[src/rtl/decoder_pkg.sv]
// Shared definitions for the registered N-to-2^N decoder: mode codes,
// FSM state type, counter widths and the one-hot helper.
// Items: MODE_* constants, state_t, PULSE_CNT_W/SCAN_CNT_W, onehot().
package decoder_pkg;

  // Mode input encoding
  localparam logic [1:0] MODE_HOLD  = 2'd0;
  localparam logic [1:0] MODE_PULSE = 2'd1;
  localparam logic [1:0] MODE_SCAN  = 2'd2;
  localparam logic [1:0] MODE_OFF   = 2'd3;

  // Counter widths cover the legal parameter ranges (PULSE_LEN<=255, SCAN_DIV<=65535)
  localparam int unsigned PULSE_CNT_W = 8;
  localparam int unsigned SCAN_CNT_W  = 16;

  // onehot() works on the widest supported decoder; callers size-cast
  // the result down to their own OUT_W.
  localparam int unsigned ONEHOT_SEL_MAX_W = 8;
  localparam int unsigned ONEHOT_MAX_W     = 256;

  typedef enum logic [1:0] {
    IDLE  = 2'd0,
    HOLD  = 2'd1,
    PULSE = 2'd2,
    SCAN  = 2'd3
  } state_t;

  // One-hot decode of sel; any index at or beyond out_w yields all zeros,
  // so an out-of-range value can never light an output.
  function automatic logic [ONEHOT_MAX_W-1:0] onehot(
    input logic [ONEHOT_SEL_MAX_W-1:0] sel,
    input int unsigned                 out_w
  );
    logic [ONEHOT_MAX_W-1:0] v;
    v = '0;
    if (32'(sel) < out_w) v[sel] = 1'b1;
    return v;
  endfunction

endpackage

[src/rtl/decoder_step_timer.sv]
// Loadable down-counter with a "last cycle" flag.
// Latency: load/decrement take effect on the next clk edge; o_done is combinational from the count.
// Backpressure: none; i_en low freezes the count.
// Ports: clk, rst_n, i_en (freeze when 0), i_load/i_load_val (reload),
//        i_dec (decrement, saturates at 0), o_done (count is 1 or 0).
module decoder_step_timer #(
  parameter int unsigned CNT_W = 8
) (
  input  logic             clk,
  input  logic             rst_n,
  input  logic             i_en,
  input  logic             i_load,
  input  logic [CNT_W-1:0] i_load_val,
  input  logic             i_dec,
  output logic             o_done
);

  logic [CNT_W-1:0] r_cnt;

  always_ff @(posedge clk or negedge rst_n) begin
    if (!rst_n) begin
      r_cnt <= '0;
    end else if (i_en) begin
      if (i_load) begin
        r_cnt <= i_load_val;
      end else if (i_dec && (r_cnt != '0)) begin
        r_cnt <= r_cnt - CNT_W'(1);
      end
    end
  end

  // Done marks the final counted cycle, so the owner acts on this edge and
  // a load value of N spans exactly N cycles.
  assign o_done = (r_cnt <= CNT_W'(1));

endmodule

[src/rtl/decoder_nx2n_reg.sv]
// Registered N-to-2^N one-hot decoder with hold, timed-pulse and scan modes.
// Latency: one clk from accept (or mode change) to y; y is a pure register output.
// Backpressure: in_ready high only in IDLE/HOLD with mode hold/pulse and en=1; low during pulse/scan.
// Ports: clk, rst_n (async active-low), en (freeze), mode[1:0], in_valid/in_ready/sel
//        (select handshake), y[2**SEL_W-1:0] (one-hot), busy (pulse or scan active).
// Build option: define DECODER_ACTIVE_LOW_EN to emit y inverted (idle/reset = all ones).
module decoder_nx2n_reg
  import decoder_pkg::*;
#(
  parameter int unsigned SEL_W     = 2,
  parameter int unsigned PULSE_LEN = 4,
  parameter int unsigned SCAN_DIV  = 1
) (
  input  logic                    clk,
  input  logic                    rst_n,
  input  logic                    en,
  input  logic [1:0]              mode,
  input  logic                    in_valid,
  output logic                    in_ready,
  input  logic [SEL_W-1:0]        sel,
  output logic [(2**SEL_W)-1:0]   y,
  output logic                    busy
);

  localparam int unsigned OUT_W = 2**SEL_W;

  state_t           r_state, w_state_nxt;
  logic [SEL_W-1:0] r_sel, w_sel_nxt;
  logic [SEL_W-1:0] r_idx, w_idx_nxt;
  logic             r_rdy, w_rdy_nxt;
  logic [OUT_W-1:0] r_y, w_y_nxt, w_y_out;

  logic w_acc;
  logic w_pls_load, w_pls_dec, w_pls_done;
  logic w_div_load, w_div_dec, w_div_done;

`ifdef DECODER_ACTIVE_LOW_EN
  localparam logic [OUT_W-1:0] Y_RST = '1;
  assign w_y_out = ~w_y_nxt;
`else
  localparam logic [OUT_W-1:0] Y_RST = '0;
  assign w_y_out = w_y_nxt;
`endif

  // r_rdy tracks the state; mode and en gate it so a scan/off request or a
  // freeze never lets an accept slip through.
  assign in_ready = r_rdy & en & ((mode == MODE_HOLD) || (mode == MODE_PULSE));
  assign w_acc    = in_valid & in_ready;
  assign busy     = (r_state == PULSE) || (r_state == SCAN);
  assign y        = r_y;

  always_ff @(posedge clk or negedge rst_n) begin
    if (!rst_n) begin
      r_state <= IDLE;
      r_sel   <= '0;
      r_idx   <= '0;
      r_rdy   <= 1'b0;
      r_y     <= Y_RST;
    end else if (en) begin
      r_state <= w_state_nxt;
      r_sel   <= w_sel_nxt;
      r_idx   <= w_idx_nxt;
      r_rdy   <= w_rdy_nxt;
      r_y     <= w_y_out;
    end
  end

  always_comb begin
    w_state_nxt = r_state;
    w_sel_nxt   = r_sel;
    w_idx_nxt   = r_idx;
    w_pls_load  = 1'b0;
    w_pls_dec   = 1'b0;
    w_div_load  = 1'b0;
    w_div_dec   = 1'b0;

    case (r_state)
      IDLE, HOLD: begin
        if (mode == MODE_SCAN) begin
          w_state_nxt = SCAN;
          w_idx_nxt   = '0;
          w_div_load  = 1'b1;
        end else if (mode == MODE_OFF) begin
          w_state_nxt = IDLE;
        end else if (w_acc) begin
          w_sel_nxt = sel;
          if (mode == MODE_PULSE) begin
            w_state_nxt = PULSE;
            w_pls_load  = 1'b1;
          end else begin
            w_state_nxt = HOLD;
          end
        end
      end
      PULSE: begin
        // Mode and input are ignored until the pulse has run its full length.
        w_pls_dec = 1'b1;
        if (w_pls_done) w_state_nxt = IDLE;
      end
      SCAN: begin
        if (mode != MODE_SCAN) begin
          w_state_nxt = IDLE;
          w_idx_nxt   = '0;
        end else if (w_div_done) begin
          w_idx_nxt  = r_idx + SEL_W'(1);
          w_div_load = 1'b1;
        end else begin
          w_div_dec = 1'b1;
        end
      end
      default: begin
        w_state_nxt = IDLE;
        w_idx_nxt   = '0;
      end
    endcase

    w_rdy_nxt = (w_state_nxt == IDLE) || (w_state_nxt == HOLD);

    // y is decoded from the next-state values so it lands with the state.
    case (w_state_nxt)
      HOLD, PULSE: w_y_nxt = OUT_W'(onehot(ONEHOT_SEL_MAX_W'(w_sel_nxt), OUT_W));
      SCAN:        w_y_nxt = OUT_W'(onehot(ONEHOT_SEL_MAX_W'(w_idx_nxt), OUT_W));
      default:     w_y_nxt = '0;
    endcase
  end

  decoder_step_timer #(.CNT_W(PULSE_CNT_W)) u_pulse_timer (
    .clk        (clk),
    .rst_n      (rst_n),
    .i_en       (en),
    .i_load     (w_pls_load),
    .i_load_val (PULSE_CNT_W'(PULSE_LEN)),
    .i_dec      (w_pls_dec),
    .o_done     (w_pls_done)
  );

  decoder_step_timer #(.CNT_W(SCAN_CNT_W)) u_scan_div (
    .clk        (clk),
    .rst_n      (rst_n),
    .i_en       (en),
    .i_load     (w_div_load),
    .i_load_val (SCAN_CNT_W'(SCAN_DIV)),
    .i_dec      (w_div_dec),
    .o_done     (w_div_done)
  );

endmodule

[config.mk]
export PLATFORM = sky130hd
export DESIGN_NAME = decoder_nx2n_reg
export DESIGN_NICKNAME = d
export VERILOG_FILES = /design/src/rtl/decoder_pkg.sv /design/src/rtl/decoder_step_timer.sv /design/src/rtl/decoder_nx2n_reg.sv
export SDC_FILE = /design/constraint.sdc
export NUM_CORES = 1
export LEC_CHECK = 0
export BUFFER_PORTS_ARGS = -buffer_cell sky130_fd_sc_hd__buf_4
export CAP_MARGIN = 0
export CELL_PAD_IN_SITES_DETAIL_PLACEMENT = 1
export CELL_PAD_IN_SITES_GLOBAL_PLACEMENT = 1
export CORE_AREA = 3 3 76 78
export CTS_CLUSTER_SIZE = 12
export DETAILED_ROUTE_END_ITERATION = 6
export DIE_AREA = 0 0 79 81
export HOLD_SLACK_MARGIN = 0.03
export PLACE_DENSITY = 0.74
export RECOVER_POWER = 50
export SYNTH_ARGS = -nofsm -noshare
export SYNTH_HDL_FRONTEND = slang
export SYNTH_SLANG_ARGS = --single-unit
[constraint.sdc]
create_clock -name clk -period 2.63 [get_ports clk]
set_input_delay 0.263 -clock clk [delete_from_list [all_inputs] [get_ports clk]]
set_output_delay 0.263 -clock clk [all_outputs]
set_load 0.005 [all_outputs]
# Word level (Yosys, flattened, before mapping)
# Index checks and enable logic that the tools add are counted.
totals:
  out_inout_bits: 6
  input_bits: 8
  reg_bits: 35
op_classes:
  magnitude_cmp: 6
  muxes: 37
  n_bitwise: 3
  n_reduce_logical: 18
  eq_ne: 10
  n_addsub: 3
ops:
  columns: ["operator", "count"]
  rows:
  - ["$mux W16", 2]
  - ["$mux W2", 13]
  - ["$lt A2 B9 Y1 const B", 2]
  - ["$le A16 B1 Y1 const B", 1]
  - ["$mux W8", 2]
  - ["$reduce_bool A16 Y1", 1]
  - ["$sub A16 B1 Y16 const B", 1]
  - ["$mux W1", 14]
  - ["$eq A2 B2 Y1 const B", 6]
  - ["$le A8 B1 Y1 const B", 1]
  - ["$pmux W4 S2", 1]
  - ["$reduce_bool A8 Y1", 1]
  - ["$sub A8 B1 Y8 const B", 1]
  - ["$eq A2 B1 Y1 const B", 3]
  - ["$logic_not A2 Y1", 3]
  - ["$pmux W2 S3", 1]
  - ["$demux W1 S2", 2]
  - ["$ge A2 B1 Y1 const B", 2]
  - ["$logic_and A1 B1 Y1", 4]
  - ["$pmux W2 S2", 1]
  - ["$reduce_and A2 Y1", 2]
  - ["$reduce_bool A2 Y1", 2]
  - ["$reduce_or A2 Y1", 2]
  - ["$and A1 B1 Y1", 3]
  - ["4 further kinds", 6]

# Logic depth before layout (Yosys ltp)
# Gate-level depths: netlist of the first run.
logic_depth:
  word_depth: 13
  ltp_mapped: 11

# Modules after synthesis
# From an unflattened synthesis of the first run, not the netlist that was laid out.
hier_totals:
  cells_unflattened: 286
  area_unflattened_um2: 2563.7
modules_own_cells:
  columns: ["mod", "cells_each", "area_each_um2", "instances"]
  rows:
  - ["decoder_step_timer at u_scan_div", 124, 1118.6, 1]
  - ["decoder_nx2n_reg", 95, 835.8, 1]
  - ["decoder_step_timer at u_pulse_timer", 67, 609.3, 1]

# Least setup slack after synthesis of the first run
# No wires, ideal clock.
synth_timing:
  path_kind: "reg-to-reg"
  start: "register u_pulse_timer.r_cnt[0]"
  end: "register r_y[1], in the netlist y[1]"
  path_slack_ns: 0.265
  path_buffers: 0
  required_time_ns: 2.548
  arrival_ns: 2.282
  setup_ns: 0.082
  stages_incl_launch_ff: 12
  synth_period_minus_slack_ns: 2.365
  cell_sequence: "dfrtp_1 -> inv_1 -> ha_1 -> o2111ai_1 -> o21ai_0 -> a21oi_1 -> inv_1 -> ha_1 -> nor2_1 -> a21oi_1 -> or3b_2 -> o22ai_1"
synth_via:
  elab_chain_cells: 6
  word_cells_on_any_way: 8
  classes_between: "order compare (1); eq/ne (3); mux (3); reduce/logical (1)"
synth_rtl:
  columns: ["element", "line", "rtl"]
  rows:
  - ["start: declaration", "decoder_step_timer.sv:18", "logic [CNT_W-1:0] r_cnt;"]
  - ["start signal: assignment", "decoder_step_timer.sv:25", "r_cnt <= i_load_val;"]
  - ["start signal: assignment", "decoder_step_timer.sv:27", "r_cnt <= r_cnt - CNT_W'(1);"]
  - ["$le A8 B1 Y1 *", "decoder_step_timer.sv:34", "assign o_done = (r_cnt <= CNT_W'(1));"]
  - ["$mux W2 *", "decoder_nx2n_reg.sv:98", "if (w_pls_done) w_state_nxt = IDLE;"]
  - ["$pmux W2 S3 *", "decoder_nx2n_reg.sv:77", "case (r_state)"]
  - ["net w_state_nxt[1]", "decoder_nx2n_reg.sv:27", "state_t r_state, w_state_nxt;"]
  - ["$eq A2 B1 Y1 / $eq A2 B2 Y1 (equally long branches)", "decoder_nx2n_reg.sv:120", "case (w_state_nxt)"]
  - ["$reduce_or A2 Y1", "decoder_nx2n_reg.sv:120", null]
  - ["$pmux W4 S2 *", "decoder_nx2n_reg.sv:120", null]
  - ["end signal: assignment", "decoder_nx2n_reg.sv:64", "r_y <= w_y_out;"]
  - ["end: declaration", "decoder_nx2n_reg.sv:31", "logic [OUT_W-1:0] r_y, w_y_nxt, w_y_out;"]
# Mark *: on every way through the listed nets, which the timed path passes. The rest lies on a longest branch.
# A chain may end at the register's enable or synchronous reset.

# Worst setup path in the final report of the first run
# Ends and elaborated chain as after synthesis.

==> qor.yml, run 1 <==
global_route:
  grt_pass1_vias: 2002
  grt_max_degree: 36
  grt_pass1_wl_mm: 9.528
  antenna_found_initial: 0
  grtUsageTotal: 0.1870
  grt-ovfl-total: 0
die:
  dieArea_um2: 6399
  num_rows: 26
  io_pins: 14
  die_y_um: 81
  initial_utilization: 0.4576
  core_um2: 5140
  die_w_um: 79
routing:
  drt-pass1-iter-count: 4
  first_iter_violations: 111
  wl_mm: 5.291
  drc: 0
  antenna_left: 0
  wl_per_cell_um: 15.38
  via_per_inst: 5.587
  vias: 1922
synthesis:
  synth-seq-cells: 35
  synth_top_family_by_area: "simple AND/OR/NAND/NOR gates"
  synth_fa_ha_area_frac: 0.04787
  synth.distinct_cells: 57
  muxShareOfSynthArea: 0.02660
  synth_xor_area_frac: 0.06702
  synth_fp_nets: 271
  synth_ff_type: "dfrtp_1"
  synthCells: 254
  async_flop_share: 1.000
  synth-compound-area-share: 0.1378
  syn_avg_cell_area_um2: 9.261
  yosys.area_share.simple: 0.3101
  yosysSeqAreaShare: 0.3723
  syn_area_um2: 2352
  synth_edf_count: 0
  yosys_warnings: 0
placement:
  hpwl_mm: 3.874
  finalWeightedCongestion: 0.7804
  portBuffers: 13
worst_setup_path:
  cp-end-kind: "register"
  critical_path_class: "reg2reg"
  cp_max_fo: 6
  crit_path_start_kind: "register"
  arrival_ns: 2.64
  required_ns: 2.84
clock_network:
  cts_root_buf: "clkbuf_8"
  clk_path_buf_depth: 2
  cts.clk_slew.worst_paths_ns: 0.07
  tritoncts: "yes"
  postCtsSetupBuffers: 0
  htreeDepth: 2
  numCtsBuffers: 5
  worstSkewPairLatency_ns: 0.28
  numClockSinks: 35
layout:
  final_layout_size_suffix_gt1_frac: 0.1861
  finish.utilization: 0.5139
  area_delta_synth_final_pct: 12.29
  layout_commonest_cell: "dfrtp_1"
  fin_nets: 290
  n_antenna_cell: 0
  mostFrequentLayoutCells: "35 x dfrtp_1, 31 x nor2_1, 18 x nand2_1"
sta:
  fmax_ghz: 0.4121
  setup_viol: 0
  rsz0062_at_grt: "no"
  clock_skew_ns: 0.008229
  hold_violations: 0
  finalMaxSlewViolations: 0
  period_minus_slack_ns: 2.427
  worst_pin_slew_ns: 0.8896
  slew_headroom: 0.4069
  fin_setup_tns_ns: 0
  period_share: 0.9227
run_status:
  status: "finished clean"
pwr:
  total_power_mw: 2.318
  power_density_nw_per_um2: 877.5
  ir_worst_vdd_mv: 0.3947
  p_leak_nw: 1.146
run:
  cap_violations: 0
min_path:
  min_path_type: "in2reg"
-- report_power, final --
group	internal [mW]	leakage (nW)	total [mW]	switching, mW
clock network	0.186	0.0422	0.384	0.197
registers	0.671	0.459	0.836	0.165
logic	0.464	0.644	1.10	0.635
-- repair_timing --
item	4_1_cts	5_1_grt
endpoints found under the setup margin	0	1
resized for setup	0	2
hold endpoints to repair	35	0
hold buffers	1	0
-- state kept, by name, indices dropped and copies added (netlist names) --
register,cells
r_sel,2
u_pulse_timer.r_cnt,8
y,4
u_scan_div.r_cnt,16
r_state,2
r_rdy,1
r_idx,2
-- logic make-up (layout without fill, tap and decap cells) --
family                   count (synthesis)  count (layout)
XOR/XNOR                                18              18
flip-flops                              35              35
adder cells (fa/ha/maj)                  9               9
AND/OR/NAND/NOR                        122             122
AO/OA/AOI/OAI                           44              44
buffers and inverters                   20              40
multiplexers                             6               6
-- layout make-up --
type | instances | area (µm²)
Fill cell | 639 | 2499
Multi-Input combinational cell | 199 | 1394
Sequential cell | 35 | 875.8
Timing Repair Buffer | 22 | 165.2
Tap cell | 70 | 87.58
Clock buffer | 7 | 76.32
Inverter | 10 | 37.54
Clock inverter | 1 | 5.005
-- per-stage QoR --
| step | cells | hold slack [ns] | instance area, µm² | worst slack (ns) |
|---|---|---|---|---|
| 5_1_grt | 344 | 0.2124 | 2641 | 0.01312 |
| 3_3_place_gp | 335 | 0.2525 | 2545 | 0.1572 |
| 2_1_floorplan | 254 | -0.03259 | 2352 | 0.2653 |
| 4_1_cts | 344 | 0.1975 | 2636 | 0.02424 |
| 6_report | 344 | 0.2069 | 2641 | 0.2033 |
| 3_5_place_dp | 335 | 0.2549 | 2545 | 0.04619 |
-- Yosys cell counts (all sizes together), types with 2 or more instances --
cell type | count | area share
nor3 | 11 | 0.026
mux2 | 2 | 0.0096
nand4b | 4 | 0.021
xor2 | 14 | 0.052
a22oi | 2 | 0.0064
nand3 | 8 | 0.022
buf | 5 | 0.014
nand2b | 5 | 0.013
or3 | 2 | 0.0053
nor3b | 3 | 0.0096
mux2i | 4 | 0.017
nor2b | 2 | 0.0053
a211oi | 4 | 0.013
ha | 9 | 0.048
o311ai | 3 | 0.014
a21oi | 14 | 0.035
nor4 | 8 | 0.030
and4b | 2 | 0.0085
o211ai | 2 | 0.0064
dfrtp | 35 | 0.37
nand3b | 4 | 0.013
nand2 | 18 | 0.029
inv | 10 | 0.016
a31oi | 4 | 0.011
nand4 | 5 | 0.013
clkbuf | 5 | 0.0080
nor2 | 42 | 0.078
xnor2 | 4 | 0.015
o21ai | 6 | 0.013
-- path summary, 6_finish.rpt --
path,start,endpoint,slack [ns],depth (start not counted)
setup / recovery,u_pulse_timer.r_cnt[0],y[1],0.20,11
max in group asynchronous,rst_n,u_scan_div.r_cnt[0],1.42,2
hold / removal,sel[1],r_sel[1],0.21,3
hold reg to reg,y[2],y[2],0.55,2
min in group asynchronous,rst_n,u_pulse_timer.r_cnt[7],0.64,2
setup reg to reg,u_pulse_timer.r_cnt[0],y[1],0.20,11
-- layer usage --
metal / global-route usage / part of all wire / up-vias / wire [µm]
met1: 0.2479 / 0.49 / 950 / 2598
met4: 0.04983 / 0.0083 / 0 / 44
met2: 0.3131 / 0.48 / 16 / 2520
met5: 0 / 0 / - / 0
li1: - / - / 951 / -
met3: 0.03659 / 0.024 / 5 / 128
-- worst max-delay path: stages (launching register included) --
cell and delay (ns):
dfrtp_1 0.40, inv_1 0.06, ha_1 0.21, o2111ai_1 0.17, o21ai_0 0.11, a21oi_1 0.23
inv_1 0.12, ha_1 0.25, nor2_4 0.17, a21oi_1 0.07, or3b_2 0.45, o22ai_1 0.12
Power figures use the tool's default switching activity.
==> run 2: changes to the inputs <==
Settings changed: CORE_AREA 3 3 76 78 to 3 3 78 80, DIE_AREA 0 0 79 81 to 0 0 81 83, PLACE_DENSITY 0.74 to 0.73.
Clock period 2.63 ns to 2.2 ns, I/O delays scaled along.
==> qor.yml, run 2 (same netlist as run 1, synthesis figures left out) <==
run_status:
  status: "finished clean"
clock_network:
  numCtsBuffers: 5
  numClockSinks: 35
  clk_path_buf_depth: 2
  cts.clk_slew.worst_paths_ns: 0.07
  cts_root_buf: "clkbuf_8"
  tritoncts: "yes"
  htreeDepth: 2
  worstSkewPairLatency_ns: 0.29
global_route:
  grt_pass1_wl_mm: 9.977
  antenna_found_initial: 0
  grt-ovfl-total: 0
  grtUsageTotal: 0.1852
  grt_max_degree: 36
  grt_pass1_vias: 2083
layout:
  area_delta_synth_final_pct: 23.40
  fin_nets: 306
  n_antenna_cell: 0
  nFillCells: 674
  finish.utilization: 0.5304
  mostFrequentLayoutCells: "35 x buf_4, 35 x dfrtp_1, 30 x nor2_1"
  final_area_um2: 2903
  largest_reg_flops: 16
  final_layout_size_suffix_gt1_frac: 0.2862
  regMostFlops: "u_scan_div.r_cnt"
pwr:
  ir_worst_vdd_mv: 0.4139
  power_density_nw_per_um2: 1136
  p_leak_nw: 1.269
die:
  io_pins: 14
  initial_utilization: 0.4298
  core_um2: 5473
  dieArea_um2: 6723
  die_w_um: 81
  die_y_um: 83
  num_rows: 27
placement:
  hpwl_mm: 4.016
  dpl_cell_area_um2: 2630
  portBuffers: 13
  dp_slack_ns: -0.1466
  finalWeightedCongestion: 0.7776
worst_setup_path:
  crit_buf_inv: 1
  critPathTopFamily: "compound AO/OA/AOI/OAI gates"
  worstPathCellList: "ha_2, o2111ai_2, o21ai_1, a21oi_2, inv_2, ha_4, nor2_4, a21oi_1, or3b_4, o22ai_2"
  critPathMaxStageDelay_ns: 0.42
  critical_path_class: "reg2reg"
  cp_max_fo: 4
  arrival_ns: 2.36
  cp-end-kind: "register"
  cpMaxStageDelayCell: "dfrtp_1"
  required_ns: 2.42
  crit_path_start_kind: "register"
sta:
  period_share: 0.9758
  worst_pin_slew_ns: 0.9129
  rsz0062_at_grt: "yes"
  setup_viol: 0
  finalMaxSlewViolations: 0
  fin_setup_tns_ns: 0
  clock_skew_ns: 0.005658
  slew_headroom: 0.3914
  setup_ws_ns: 0.05314
  hold_violations: 0
  fmax_ghz: 0.4658
  period_minus_slack_ns: 2.147
min_path:
  min_path_type: "in2reg"
routing:
  first_iter_violations: 48
  drt-pass1-iter-count: 4
  antenna_left: 0
  wl_per_cell_um: 16.24
  wl_mm: 5.879
  vias: 2014
  drc: 0
  via_per_inst: 5.564
run:
  cap_violations: 0
==> run 2: cell types whose count changed in the layout (fill, tap and decap cells not counted), sizes merged <==
cell / delta
bufinv: +1
clkbuf: -3
buf: +18
==> run 2: worst min-delay path, stage by stage <==
cell	delay [ns]
buf_4	0.10
nand2_1	0.05
nand2_1	0.05
==> run 2: path summary, 6_finish.rpt <==
| check | from | endpoint | slack, ns | cells past startpoint |
|---|---|---|---|---|
| max in group asynchronous | rst_n | u_pulse_timer.r_cnt[1] | 1.03 | 2 |
| worst max register to register | u_pulse_timer.r_cnt[0] | y[1] | 0.05 | 10 |
| min in group asynchronous | rst_n | u_pulse_timer.r_cnt[5] | 0.59 | 2 |
| worst max-delay path | u_pulse_timer.r_cnt[0] | y[1] | 0.05 | 10 |
| worst min-delay path | sel[1] | r_sel[1] | 0.15 | 3 |
| worst min register to register | u_scan_div.r_cnt[4] | u_scan_div.r_cnt[4] | 0.53 | 2 |
==> run 2: stage by stage <==
stage / cells / hold WS, ns / power, mW
2_1_floorplan: 254 / -0.07559 / 1.967
3_3_place_gp: 347 / 0.2075 / 2.407
3_5_place_dp: 347 / 0.2188 / 2.454
4_1_cts: 357 / 0.1502 / 3.179
5_1_grt: 362 / 0.1638 / 3.551
6_report: 362 / 0.1547 / 3.298
==> run 2: area by class of cell <==
class / instances / area [µm²] / share of cell area
sequential: 35 / 875.8 / 0.3017
clock buffer: 6 / 82.58 / 0.02845
multi-input combinational: 199 / 1496 / 0.5155
tap: 72 / 90.09 / 0.03103
inverter: 10 / 37.54 / 0.01293
clock inverter: 2 / 35.03 / 0.01207
timing repair buffer: 38 / 285.3 / 0.09828
==> run 2: per-layer routing <==
layer | track usage | share of wire | vias up
met4 | 0.06144 | 0.017 | 0
li1 | - | - | 982
met2 | 0.3040 | 0.49 | 26
met3 | 0.04338 | 0.031 | 13
met5 | 0 | 0 | -
met1 | 0.2361 | 0.46 | 993
==> run 2: what timing repair did <==
action                     in CTS  in global routing
hold endpoints to repair       35                  0
pin swaps                       1                  9
setup buffers                   1                  5
resized for setup               9                 14
hold buffers                    1                  0
setup endpoints to repair       3                 13
==> run 2: power by group <==
part,internal (mW),switching [mW]
sequential,0.802,0.191
clock,0.367,0.251
combinational,0.783,0.904
total,1.95,1.35
